### src/rtl/cke_event_scheduler.sv
// -----------------------------------------------------------------------------
// cke_event_scheduler
//
// Shares one programmable clock-enable prescaler between pCh periodic timer
// channels. Every channel counts base ticks up to its own period and raises a
// pending flag when it expires. An arbiter hands one pending event at a time
// to the consumer over a valid/ready output register.
//
// Build option:
//   CKE_SCHED_FIXED_PRIO_EN  defined   -> fixed priority, lowest index wins,
//                                         round-robin pointer not present.
//                            undefined -> round-robin starting at the pointer.
//
// Ports:
//   iSysClk    system clock
//   iSysRst    asynchronous active-low reset
//   iPrescale  base tick every iPrescale+1 cycles
//   iPeriod    packed per-channel periods in base ticks (0 acts as 1)
//   iChEn      per-channel enable
//   iOvfClr    per-channel clear of the sticky overflow flag
//   oTick      registered base tick pulse
//   oPend      pending flags
//   oOvf       sticky overflow flags (expiry while already pending)
//   oEvtValid  event presented
//   oEvtCh     channel index of the presented event
//   iEvtReady  consumer accepts the event
// -----------------------------------------------------------------------------
module cke_event_scheduler #(
  parameter int pCh         = 4,
  parameter int pDivWidth   = 16,
  parameter int pPerWidth   = 12,
  parameter int pChIdxWidth = 2
) (
  input  logic                     iSysClk,
  input  logic                     iSysRst,
  input  logic [pDivWidth-1:0]     iPrescale,
  input  logic [pCh*pPerWidth-1:0] iPeriod,
  input  logic [pCh-1:0]           iChEn,
  input  logic [pCh-1:0]           iOvfClr,
  output logic                     oTick,
  output logic [pCh-1:0]           oPend,
  output logic [pCh-1:0]           oOvf,
  output logic                     oEvtValid,
  output logic [pChIdxWidth-1:0]   oEvtCh,
  input  logic                     iEvtReady
);

  // Last count value of a period; a period of 0 behaves like 1.
  function automatic logic [pPerWidth-1:0] per_limit(input logic [pPerWidth-1:0] per);
    return (per == '0) ? '0 : per - 1'b1;
  endfunction

  // ---------------------------------------------------------------------------
  // Prescaler: the >= compare means lowering iPrescale below the current count
  // wraps immediately instead of counting all the way around.
  // ---------------------------------------------------------------------------
  logic [pDivWidth-1:0] cnt;
  logic                 tick;

  assign tick = (cnt >= iPrescale);

  // NOTE: state registers use non-blocking assignments so every flop samples
  // values from before the edge, independent of statement order.
  always_ff @(posedge iSysClk or negedge iSysRst) begin
    if (!iSysRst) begin
      cnt   <= '0;
      oTick <= 1'b0;
    end else begin
      cnt   <= tick ? '0 : cnt + 1'b1;
      oTick <= tick;
    end
  end

  // ---------------------------------------------------------------------------
  // Channel tick counters
  // ---------------------------------------------------------------------------
  logic [pPerWidth-1:0] tcnt [pCh];
  logic [pCh-1:0]       expire;

  // NOTE: every always_comb output gets a default before any condition, so no
  // path leaves it unassigned and no latch is inferred.
  always_comb begin
    expire = '0;
    for (int k = 0; k < pCh; k++) begin
      expire[k] = iChEn[k] && tick &&
                  (tcnt[k] >= per_limit(iPeriod[k*pPerWidth +: pPerWidth]));
    end
  end

  // NOTE: the counter array is a handful of flops, not a RAM, so it is reset
  // like any other state to give a deterministic start.
  always_ff @(posedge iSysClk or negedge iSysRst) begin
    if (!iSysRst) begin
      for (int k = 0; k < pCh; k++) tcnt[k] <= '0;
    end else begin
      for (int k = 0; k < pCh; k++) begin
        if (!iChEn[k])    tcnt[k] <= '0;
        else if (tick)    tcnt[k] <= expire[k] ? '0 : tcnt[k] + 1'b1;
      end
    end
  end

  // ---------------------------------------------------------------------------
  // Arbiter
  // ---------------------------------------------------------------------------
  logic                   any_pend;
  logic                   load;
  logic [pChIdxWidth-1:0] winner;
  logic [pCh-1:0]         grant;

  assign any_pend = |oPend;
  assign load     = !oEvtValid || iEvtReady;

`ifdef CKE_SCHED_FIXED_PRIO_EN
  // Descending scan so the lowest set index is the last one written.
  always_comb begin
    winner = '0;
    for (int i = pCh - 1; i >= 0; i--) begin
      if (oPend[i]) winner = pChIdxWidth'(i);
    end
  end
`else
  logic [pChIdxWidth-1:0] ptr;
  logic [2*pCh-1:0]       pend_dbl;
  logic [pCh-1:0]         pend_rot;

  // Rotate pend so bit 0 is the pointer position; the first set bit of the
  // rotated vector is the round-robin winner.
  assign pend_dbl = {oPend, oPend} >> ptr;
  assign pend_rot = pend_dbl[pCh-1:0];

  always_comb begin
    int  pos;
    logic found;
    winner = ptr;
    found  = 1'b0;
    pos    = 0;
    for (int i = 0; i < pCh; i++) begin
      if (!found && pend_rot[i]) begin
        found = 1'b1;
        pos   = int'(ptr) + i;
        if (pos >= pCh) pos = pos - pCh;
        winner = pChIdxWidth'(pos);
      end
    end
  end

  always_ff @(posedge iSysClk or negedge iSysRst) begin
    if (!iSysRst) begin
      ptr <= '0;
    end else if (load && any_pend) begin
      ptr <= (int'(winner) == pCh - 1) ? '0 : winner + 1'b1;
    end
  end
`endif

  always_comb begin
    grant = '0;
    if (load && any_pend) grant[winner] = 1'b1;
  end

  // ---------------------------------------------------------------------------
  // Pending / overflow flags and output register. A grant in the same cycle as
  // an expiry keeps pend set without an overflow; disabled channels drop their
  // pend but an event already in the output register stays.
  // ---------------------------------------------------------------------------
  always_ff @(posedge iSysClk or negedge iSysRst) begin
    if (!iSysRst) begin
      oPend     <= '0;
      oOvf      <= '0;
      oEvtValid <= 1'b0;
      oEvtCh    <= '0;
    end else begin
      oPend <= iChEn & ((oPend & ~grant) | expire);
      oOvf  <= (oOvf & ~iOvfClr) | (expire & oPend & ~grant);
      if (load) begin
        oEvtValid <= any_pend;
        if (any_pend) oEvtCh <= winner;
      end
    end
  end

endmodule
### config.mk
export PLATFORM = sky130hd
export DESIGN_NAME = cke_event_scheduler
export DESIGN_NICKNAME = d
export VERILOG_FILES = /design/src/rtl/cke_event_scheduler.sv
export SDC_FILE = /design/constraint.sdc
export NUM_CORES = 1
export LEC_CHECK = 0
export BUFFER_PORTS_ARGS = -buffer_cell sky130_fd_sc_hd__buf_2
export CORE_MARGIN = 1
export CORE_UTILIZATION = 25
export CTS_CLUSTER_DIAMETER = 50
export DETAILED_ROUTE_END_ITERATION = 8
export PLACE_DENSITY = 0.48
export RECOVER_POWER = 100
export REMOVE_ABC_BUFFERS = 1
export SLEW_MARGIN = 20
export SYNTH_ARGS = -nofsm -noshare
export SYNTH_HDL_FRONTEND = slang
export SYNTH_SLANG_ARGS = --single-unit
export TNS_END_PERCENT = 5
### constraint.sdc
create_clock -name iSysClk -period 2.2 [get_ports iSysClk]
set_clock_uncertainty 0.15 [all_clocks]
set_input_delay 0.11 -clock iSysClk [delete_from_list [all_inputs] [get_ports iSysClk]]
set_output_delay 0.11 -clock iSysClk [all_outputs]
set_load 0.02 [all_outputs]
==> impl_metrics.env <==
export IMPL_status="complete, but fails checks"
export IMPL_violations="setup timing"
export IMPL_fp_row_count=58
export IMPL_grt_first_pass_wirelength_um=29440
export IMPL_clockRootBuffer="clkbuf_16"
export IMPL_worst_slack_ns=-0.7706
export IMPL_clk_pin_slew_ns=0.06
export IMPL_area_growth_pct=44.92
export IMPL_max_stage_delay_ns=0.52
export IMPL_antenna_found_initial=0
export IMPL_numCtsBuffers=9
export IMPL_worstSetupPathType="in2reg"
export IMPL_cts_buffer_depth=2
export IMPL_r2r_start="cnt[9]"
export IMPL_io_buffers=86
export IMPL_fin_nets=1178
export IMPL_setup_viol=73
export IMPL_min_path_type="in2async"
export IMPL_cts_tree="done"
export IMPL_fin_cells=1357
export IMPL_dpl_hpwl_um=13660
export IMPL_insertion_delay_ns=0.35
export IMPL_ys_types=57
export IMPL_overflow=0
export IMPL_synth_most_common_cell="nand2_1"
export IMPL_placed_cells=1327
export IMPL_vias_per_cell=4.668
export IMPL_whs_ns=0.2429
export IMPL_synth_top_area_cell="dfrtp_1"
export IMPL_synth_area_leaders="dfrtp_1, ha_1, nand2_1"
export IMPL_initial_core_util_pct=25.56
export IMPL_syn_avg_cell_area_um2=8.563
export IMPL_rsz0062_at_grt="true"
export IMPL_hold_viol_final=0
export IMPL_gp_congestion=0.7865
export IMPL_start_kind="input pin"
export IMPL_grt_pass1_vias=6218
export IMPL_wl_per_cell_um=12.78
export IMPL_dieHeight_um=162.9
export IMPL_irDropWorstVdd_mv=0.4562
export IMPL_ios=87
export IMPL_grt_max_degree=35
export IMPL_p_leak_uw=0.004762
export IMPL_ant_nets=0
export IMPL_busiest_layer="met2"
export IMPL_synth_area_um2=6474
export IMPL_finalCriticalPeriod_ns=2.971
export IMPL_period_share_pct=135.0
export IMPL_drive_gt1_share_pct=32.04
export IMPL_n_antenna_cell=0
export IMPL_fin_util_pct=37.04
export IMPL_synth_edff_count=0
export IMPL_die_area_um2=26540
export IMPL_yosysSeqAreaShare_pct=30.15
export IMPL_rrSetupSlack_ns=-0.32
export IMPL_r2r_end="tcnt[30]"
export IMPL_crit_path_start="iPeriod[4]"
export IMPL_crit_chain="buf_6, or4_4, or3_4, nor2_4, nand4b_1, buf_4, buf_6, nand2_4, ha_4, nand4_1, nor2_1, a211oi_2, o211ai_1, buf_4, o22ai_2, a22o_1"
export IMPL_place_ws_ns=-1.236
export IMPL_drc=0
export IMPL_endpoint_kind="flop"
export IMPL_gr_usage_met2_pct=22.15
export IMPL_synthTopCellsByCount="nand2_1, ha_1, dfrtp_1, nor2_1, inv_1"
export IMPL_yosysWarningCount=0
export IMPL_h_tree_depth=3
export IMPL_powerDensity_nw_per_um2=556.5
export IMPL_tightest_slew_ns=0.7908
export IMPL_cp_max_fo=8
export IMPL_finalWirelength_um=17340
export IMPL_async_flop_share_pct=100.0
export IMPL_cts_sinks=78
export IMPL_dr_pass1_iters=5
export IMPL_use_met1_pct=18.61
export IMPL_synthCells=756
export IMPL_gr_usage_met3_pct=2.903
export IMPL_fmax_ghz=0.3366
export IMPL_synth_top_area_share_pct=30.15
export IMPL_die_x_um=162.9
export IMPL_slowest_stage="or4_4"
export IMPL_synth_flop_cell="dfrtp_1"
export IMPL_cp_required_ns=2.29
export IMPL_slew_headroom_pct=47.28
export IMPL_arrival_ns=3.06
export IMPL_coreArea_um2=25330
export IMPL_dr_first_iter_drc_count=193
export IMPL_slew_viol_final=0
export IMPL_dr_total_vias=6335
export IMPL_ys_seq_elements=78
export IMPL_endpoint="tcnt[44]"
export IMPL_reg2regPathDepth=8
export IMPL_gr_usage_all_layers_pct=13.65
export IMPL_max_cap_violations=0
[timing repair]
action,CTS,global route
buffers inserted,4,0
resized for setup,56,23
setup endpoints to repair,73,73
pin swaps,41,10
endpoints found under the hold margin,89,0
hold buffers,10,0
[sequential cells by signal, indices dropped and copies added (netlist names)]
register   count
cnt           16
oEvtCh         2
oEvtValid      1
oOvf           4
oPend          4
oTick          1
ptr            2
tcnt          48
[area by class of cell]
cell class / count / area (um^2)
Clock buffer: 11 / 252.7
Multi-Input combinational cell: 614 / 4573
Fill cell: 2606 / 15950
Clock inverter: 5 / 105.1
Tap cell: 330 / 412.9
Inverter: 44 / 170.2
Sequential cell: 78 / 1952
Timing Repair Buffer: 275 / 1916
[placed cells by master (no fill, tap or decap), types with 11 or more instances in the layout]
cell type	n
o2bb2ai_1	19
nor2b_1	31
a21o_1	15
dfrtp_1	78
nand4_1	11
buf_2	73
a22o_1	31
clkbuf_1	12
nor3_1	17
nand2_1	95
a21oi_1	16
xnor2_1	15
inv_1	42
nor2_1	59
ha_1	72
o21ai_0	16
o22ai_1	15
and3_1	26
xor2_1	33
nand3_1	22
buf_4	168
[through the flow]
stage | power (uW) | area, um^2 | setup TNS [ns]
floorplan | 2541 | 6341 | -58.86
global placement | 3353 | 8538 | -54.80
detailed placement | 3367 | 8538 | -56.49
CTS | 5281 | 9296 | -28.65
global route | 5594 | 9382 | -39.66
finish | 5221 | 9382 | -27.21
[how the worst min path moves through the flow]
| stage | endpoint | slack [ns] | cells past startpoint |
|---|---|---|---|
| 2_1_floorplan | cnt[0] | -0.34 | 0 |
| 3_3_place_gp | cnt[12] | -0.06 | 1 |
| 3_5_place_dp | cnt[12] | -0.06 | 1 |
| 4_1_cts | cnt[3] | 0.11 | 2 |
| 5_1_grt | oEvtValid | 0.31 | 2 |
| 6_report | cnt[3] | 0.24 | 2 |
[report_power, final]
part	total [uW]	internal, uW	switching [uW]	leakage [uW]
clock network	1780	1170	607	0.000168
logic	1720	854	865	0.00352
registers	1730	1590	132	0.00107
total	5220	3620	1600	0.00476
[metal layers]
layer  vias up  routed length, um
met5         -                  0
met4         0                136
li1       3275                  -
met1      2967               8720
met2        80               7871
met3        13                608
[cell families (layout without fill, tap and decap cells)]
logic type | count (synthesis) | in the layout | share of synthesized area (%)
and+or+nand+nor | 313 | 313 | 23.50
AOI/OAI and AO/OA | 170 | 170 | 19.27
adders and majority gates | 81 | 81 | 15.66
DFF | 78 | 78 | 30.15
buffers and inverters | 64 | 335 | 4.600
xor gates and xnor gates | 48 | 48 | 6.494
muxes | 2 | 2 | 0.3286
[critical path: cells and delay by family]
kind / cells / cell delay, ns
AO/OA/AOI/OAI: 4 / 0.76
AND/OR/NAND/NOR: 7 / 1.38
adder cells (fa/ha/maj): 1 / 0.13
buffers and inverters: 4 / 0.67
Power figures use the tool's default switching activity.
